==> config.mk <==
export PLATFORM = sky130hd
export DESIGN_NAME = tdm_demux4
export DESIGN_NICKNAME = d
export VERILOG_FILES = /design/src/rtl/tdm_pkg.sv /design/src/rtl/tdm_slot_ctr.sv /design/src/rtl/tdm_demux4.sv
export SDC_FILE = /design/constraint.sdc
export NUM_CORES = 1
export LEC_CHECK = 0
export BUFFER_PORTS_ARGS = -buffer_cell sky130_fd_sc_hd__buf_2
export CAP_MARGIN = 30
export CORE_MARGIN = 2
export CORE_UTILIZATION = 30
export CTS_CLUSTER_DIAMETER = 60
export DETAILED_ROUTE_END_ITERATION = 10
export GPL_ROUTABILITY_DRIVEN = 0
export PLACE_DENSITY = 0.56
export SYNTH_ARGS = -nofsm -noshare
export SYNTH_HDL_FRONTEND = slang
export SYNTH_SLANG_ARGS = --single-unit
==> constraint.sdc <==
create_clock -name clk -period 11.1 [get_ports clk]
set_input_delay 0.555 -clock clk [delete_from_list [all_inputs] [get_ports clk]]
set_output_delay 0.555 -clock clk [all_outputs]
set_load 0.05 [all_outputs]
==> src/rtl/tdm_pkg.sv <==
// Shared types and constants for the 4-slot TDM receive path.
package tdm_pkg;

    localparam int unsigned NUM_SLOTS = 4;
    localparam int unsigned SLOT_W    = 2;

    typedef logic [SLOT_W-1:0] slot_t;

    typedef enum logic {
        IDLE = 1'b0,
        RECV = 1'b1
    } state_e;

    localparam slot_t LAST_SLOT = slot_t'(NUM_SLOTS - 1);

endpackage

==> src/rtl/tdm_slot_ctr.sv <==
// Frame-sync tracker and slot counter for the TDM demux.
// Framing-error strobe is only built with TDM_FRAME_ERR_EN.
module tdm_slot_ctr
    import tdm_pkg::*;
(
    input  logic  clk,
    input  logic  rst,
    input  logic  valid_i,
    input  logic  sync_i,
    output slot_t slot_o,
    output logic  wr_c_o,
    output slot_t wr_idx_c_o,
`ifdef TDM_FRAME_ERR_EN
    output logic  err_c_o,
`endif
    output logic  done_c_o
);

    state_e state_q, state_d;
    slot_t  slot_q,  slot_d;

    always_ff @(posedge clk or posedge rst) begin
        if (rst) begin
            state_q <= IDLE;
            slot_q  <= '0;
        end else begin
            state_q <= state_d;
            slot_q  <= slot_d;
        end
    end

    // A sync word always (re)starts a frame, whatever the current slot.
    always_comb begin
        state_d    = state_q;
        slot_d     = slot_q;
        wr_c_o     = 1'b0;
        wr_idx_c_o = '0;
        done_c_o   = 1'b0;
        if (valid_i) begin
            case (state_q)
                IDLE: begin
                    if (sync_i) begin
                        wr_c_o  = 1'b1;
                        slot_d  = slot_t'(1);
                        state_d = RECV;
                    end
                end
                RECV: begin
                    if (sync_i) begin
                        wr_c_o = 1'b1;
                        slot_d = slot_t'(1);
                    end else if (slot_q == '0) begin
                        state_d = IDLE;
                    end else if (slot_q == LAST_SLOT) begin
                        done_c_o = 1'b1;
                        slot_d   = '0;
                    end else begin
                        wr_c_o     = 1'b1;
                        wr_idx_c_o = slot_q;
                        slot_d     = slot_q + slot_t'(1);
                    end
                end
            endcase
        end
    end

`ifdef TDM_FRAME_ERR_EN
    // Early sync mid-frame, or a missing sync at a frame boundary.
    assign err_c_o = valid_i && (state_q == RECV) &&
                     (sync_i ? (slot_q != '0) : (slot_q == '0));
`endif

    assign slot_o = slot_q;

endmodule

==> src/rtl/tdm_demux4.sv <==
// 4-slot TDM receiver: shadows slots 0..2 and commits whole frames to ch0..ch3.
// Optional framing-error pulse enabled by TDM_FRAME_ERR_EN.
module tdm_demux4
    import tdm_pkg::*;
#(
    parameter int unsigned WIDTH = 32
) (
    input  logic             clk,
    input  logic             rst,
    input  logic             in_valid,
    input  logic             in_sync,
    input  logic [WIDTH-1:0] in_data,
    output logic [WIDTH-1:0] ch0,
    output logic [WIDTH-1:0] ch1,
    output logic [WIDTH-1:0] ch2,
    output logic [WIDTH-1:0] ch3,
    output logic             out_valid,
    output logic [1:0]       slot,
    output logic             frame_err
);

    logic  wr_c;
    slot_t wr_idx_c;
    logic  done_c;
    slot_t slot_s;

    logic [NUM_SLOTS-2:0][WIDTH-1:0] shadow_q, shadow_d;
    logic [NUM_SLOTS-1:0][WIDTH-1:0] ch_q,     ch_d;
    logic                            out_valid_q;

`ifdef TDM_FRAME_ERR_EN
    logic err_c;
    logic frame_err_q;
`endif

    tdm_slot_ctr u_ctr (
        .clk        (clk),
        .rst        (rst),
        .valid_i    (in_valid),
        .sync_i     (in_sync),
        .slot_o     (slot_s),
        .wr_c_o     (wr_c),
        .wr_idx_c_o (wr_idx_c),
`ifdef TDM_FRAME_ERR_EN
        .err_c_o    (err_c),
`endif
        .done_c_o   (done_c)
    );

    // Slot 3 bypasses the shadow so the whole frame lands on one edge.
    always_comb begin
        shadow_d = shadow_q;
        ch_d     = ch_q;
        for (int i = 0; i < int'(NUM_SLOTS) - 1; i++) begin
            if (wr_c && (wr_idx_c == slot_t'(i))) begin
                shadow_d[i] = in_data;
            end
        end
        if (done_c) begin
            ch_d[0] = shadow_q[0];
            ch_d[1] = shadow_q[1];
            ch_d[2] = shadow_q[2];
            ch_d[3] = in_data;
        end
    end

    always_ff @(posedge clk or posedge rst) begin
        if (rst) begin
            shadow_q    <= '0;
            ch_q        <= '0;
            out_valid_q <= 1'b0;
        end else begin
            shadow_q    <= shadow_d;
            ch_q        <= ch_d;
            out_valid_q <= done_c;
        end
    end

`ifdef TDM_FRAME_ERR_EN
    always_ff @(posedge clk or posedge rst) begin
        if (rst) begin
            frame_err_q <= 1'b0;
        end else begin
            frame_err_q <= err_c;
        end
    end
    assign frame_err = frame_err_q;
`else
    assign frame_err = 1'b0;
`endif

    assign ch0       = ch_q[0];
    assign ch1       = ch_q[1];
    assign ch2       = ch_q[2];
    assign ch3       = ch_q[3];
    assign out_valid = out_valid_q;
    assign slot      = slot_s;

endmodule

==> summary.md <==
- status: completed
- biggest area consumer among synthesized cells: dfrtp_1
- combined area of the multi-input logic cells: 2739 um2
- maximum single-stage delay on the critical path: 0.65 ns
- Layout Skew: 0.03413 ns
- ratio of cells with drive above 1 in the final layout: 0.6347
- Worst Hold Slack: 0.1368 ns
- area growth from synthesis to layout: 24.68%
- proportion of register bits with asynchronous set or reset after synthesis: 1.000
- TritonCTS Sinks: 228
- share of the synthesized area in compound gates (AO/OA/AOI/OAI): 0.004501
- final hold violation count: 0
- die area: 30100 um2
- TritonRoute pass-1 iters: 4
- Max-cap violations: 0
- fin crit period: 3.004 ns
- data arrival at the endpoint of the critical path: 3.39 ns
- first-pass GRT wire length: 28310 um
- list of most frequent post-synthesis cells: dfrtp_1, mux2_2, buf_2
- CTS root buf: clkbuf_16
- maximum fanout encountered on the critical timing path: 52
- Highest Clock Rate: 332.9 MHz
- Setup TNS Final: 0 ns
- post-detailed-route DRC marker count: 0
- largest net degree at the start of global routing: 95
- register-to-register setup slack: 8.10 ns
- worst flop-to-flop path startpoint: u_ctr.slot_o[0]
- element type at the critical path end: flip-flop
- fin crit share: 0.2706
- library cell contributing the largest single delay on the critical path: buf_4
- cell class contributing the biggest share of worst-path delay: buffers and inverters
- Top-Level Pins: 168
- Pins Over Slew Limit: 0
- detailed router's first-iteration violation count: 140
- RSZ-0062 raised after global routing: no
- count of fill cells added during filler insertion: 2781
- Register-to-Register Path Depth: 6
- count of nets after finishing: 721
- slew at the pin closest to its max-slew limit: 0.7756 ns
- I/O Buffers: 166
- number of storage elements in the synthesis netlist: 228
- mean instance size in the synthesized netlist: 17.20 um2
- CTS tree: built
- effective utilization at floorplan: 0.3027
- sequential-to-total area share from yosys stat: 0.6620
- estimated wirelength of the detail-placed design: 10910 um
- insertion delay of the later-clocked pin in the worst-skew pair: 0.54 ns
- XOR/XNOR share of the synthesized area: 0
- total via count after detailed routing: 4742
- number of nets with antenna violations after routing: 0
- critical setup path kind: flip-flop to flip-flop
- RR Endpoint: ch0[2]
- most instantiated library cell after synthesis: dfrtp_1
- post-detailed-route via-to-cell ratio: 4.383
- proportion of netlist area held by the largest area contributor: 0.6620
- area of the core: 28470 um2
- Syn Inst Count: 501
- Die X: 173.5 um
- number of buffers added by the clock tree synthesis step: 27
- Synth Net Count: 541
- cells along the critical path: ha_1 -> nand4b_1 -> buf_4 -> buf_4 -> buf_16 -> mux2_2
- adder-cell area share of the yosys netlist: 0.005807
- H-tree depth: 1
- number of antenna violations at the first check in global routing: 0
- type of origin of the critical path: flip-flop
- largest family of logic cells by synthesized area: multiplexers
- number of flops mapped to enable cells by yosys: 0
- Total Routed Length: 17310 um
- CTS resizes: 0
- CTS Buffer Depth: 3
- basic-gate share of the synthesized area counting and, or, nand and nor cells: 0.01220
- warnings from Yosys: 0
- critical path's most frequent cell: buf_4
- height of the die: 173.5 um
- Buffers & Inverters on Critical Path: 3
- number of global-route vias before repair: 4920
- combined flip-flop and latch cell area: 5705 um2
- average routed wire per standard cell: 16.00 um
- global router's overall resource usage: 0.1167
- overall overflow remaining after global route: 0
- Critical Path RT: 11.49 ns
- main flop type after synthesis: dfrtp_1
- combined area of all synthesized cells: 8618 um2
- Core Rows: 62
- Post-CTS Hold Fix Bufs: 0
- count of cell types in the netlist: 20
- worst min-delay path class: primary input to asynchronous set/reset pin
- post-CTS setup buffers: 0
- Clk pin slew, worst setup/hold paths: 0.06 ns
- Ant. Diodes: 0
- setup-violating endpoint count in the final report: 0
- top cells by area, synth: dfrtp_1, mux2_2, buf_4
- tightest slew margin relative to the limit: 0.4830
- mux cell area share after synthesis: 0.2940
kinds of logic (layout without fill, tap and decap cells):
kind of cell               Yosys count  after routing
buffers and inverters               29            226
other                                1              1
adders and majority gates            4              4
DFF                                228            228
muxes                              225            225
and+or+nand+nor                      9              9
AOI/OAI and AO/OA                    5              5
per-stage QoR:
| stage | worst slack, ns | area, um2 | utilization | instances |
|---|---|---|---|---|
| finish | 8.096 | 10750 | 0.3774 | 1082 |
| global route | 7.887 | 10750 | 0.3774 | 1082 |
| CTS | 8.049 | 10720 | 0.3765 | 1081 |
| detailed placement | 7.958 | 9886 | 0.3472 | 1035 |
| global placement | 7.802 | 9831 | 0.3453 | 1033 |
| floorplan | 4.297 | 8618 | - | 501 |
state kept, by name (all words and copies together), names as in the netlist:
name	flops
ch0	32
out_valid	1
u_ctr.slot_o	2
ch1	32
u_ctr.state_q	1
ch3	32
ch2	32
shadow_q	96
worst reg2reg max path: cells and delay by family, from the launching register on:
family | cells | cell delay, ns
buffers and inverters | 3 | 1.49
DFF | 1 | 0.45
muxes | 1 | 0.39
and+or+nand+nor | 1 | 0.30
adders and majority gates | 1 | 0.23
cell type report:
type,count,area share
Sequential cell,228,0.5310
Multi-Input combinational cell,244,0.2549
Timing Repair Buffer,176,0.08989
Clock buffer,39,0.07266
Tap cell,384,0.04471
Clock inverter,7,0.004774
Inverter,4,0.002096
metal layers:
| layer | wire, um | vias up | global-route usage |
|---|---|---|---|
| met2 | 8055 | 116 | 0.1840 |
| met3 | 1281 | 31 | 0.03706 |
| li1 | - | 2147 | - |
| met5 | 0 | - | 0 |
| met4 | 337 | 0 | 0.03355 |
| met1 | 7636 | 2448 | 0.1547 |
worst max path at each step:
stage / startpoint / to / slack, ns / depth (start not counted)
2_1_floorplan: rst / ch0[0] / 4.30 / 1
5_1_grt: u_ctr.slot_o[0] / ch0[29] / 7.89 / 6
4_1_cts: u_ctr.slot_o[0] / ch0[2] / 8.05 / 6
3_5_place_dp: in_valid / ch1[31] / 7.96 / 6
3_3_place_gp: in_valid / ch3[7] / 7.80 / 5
6_report: u_ctr.slot_o[0] / ch0[2] / 8.10 / 6
cell usage in the layout (no fill, tap or decap), types with 4 or more instances in the layout:
cell type,Yosys,layout
clkbuf_8,0,6
buf_2,13,166
mux2_1,4,4
dfrtp_1,228,228
mux2_2,221,221
ha_1,4,4
buf_4,9,7
clkbuf_16,0,27
clkbuf_1,0,6
Power is left out: the tool's default activity adds up to more than one toggle a clock period on the data nets, which glitch-free logic cannot reach.
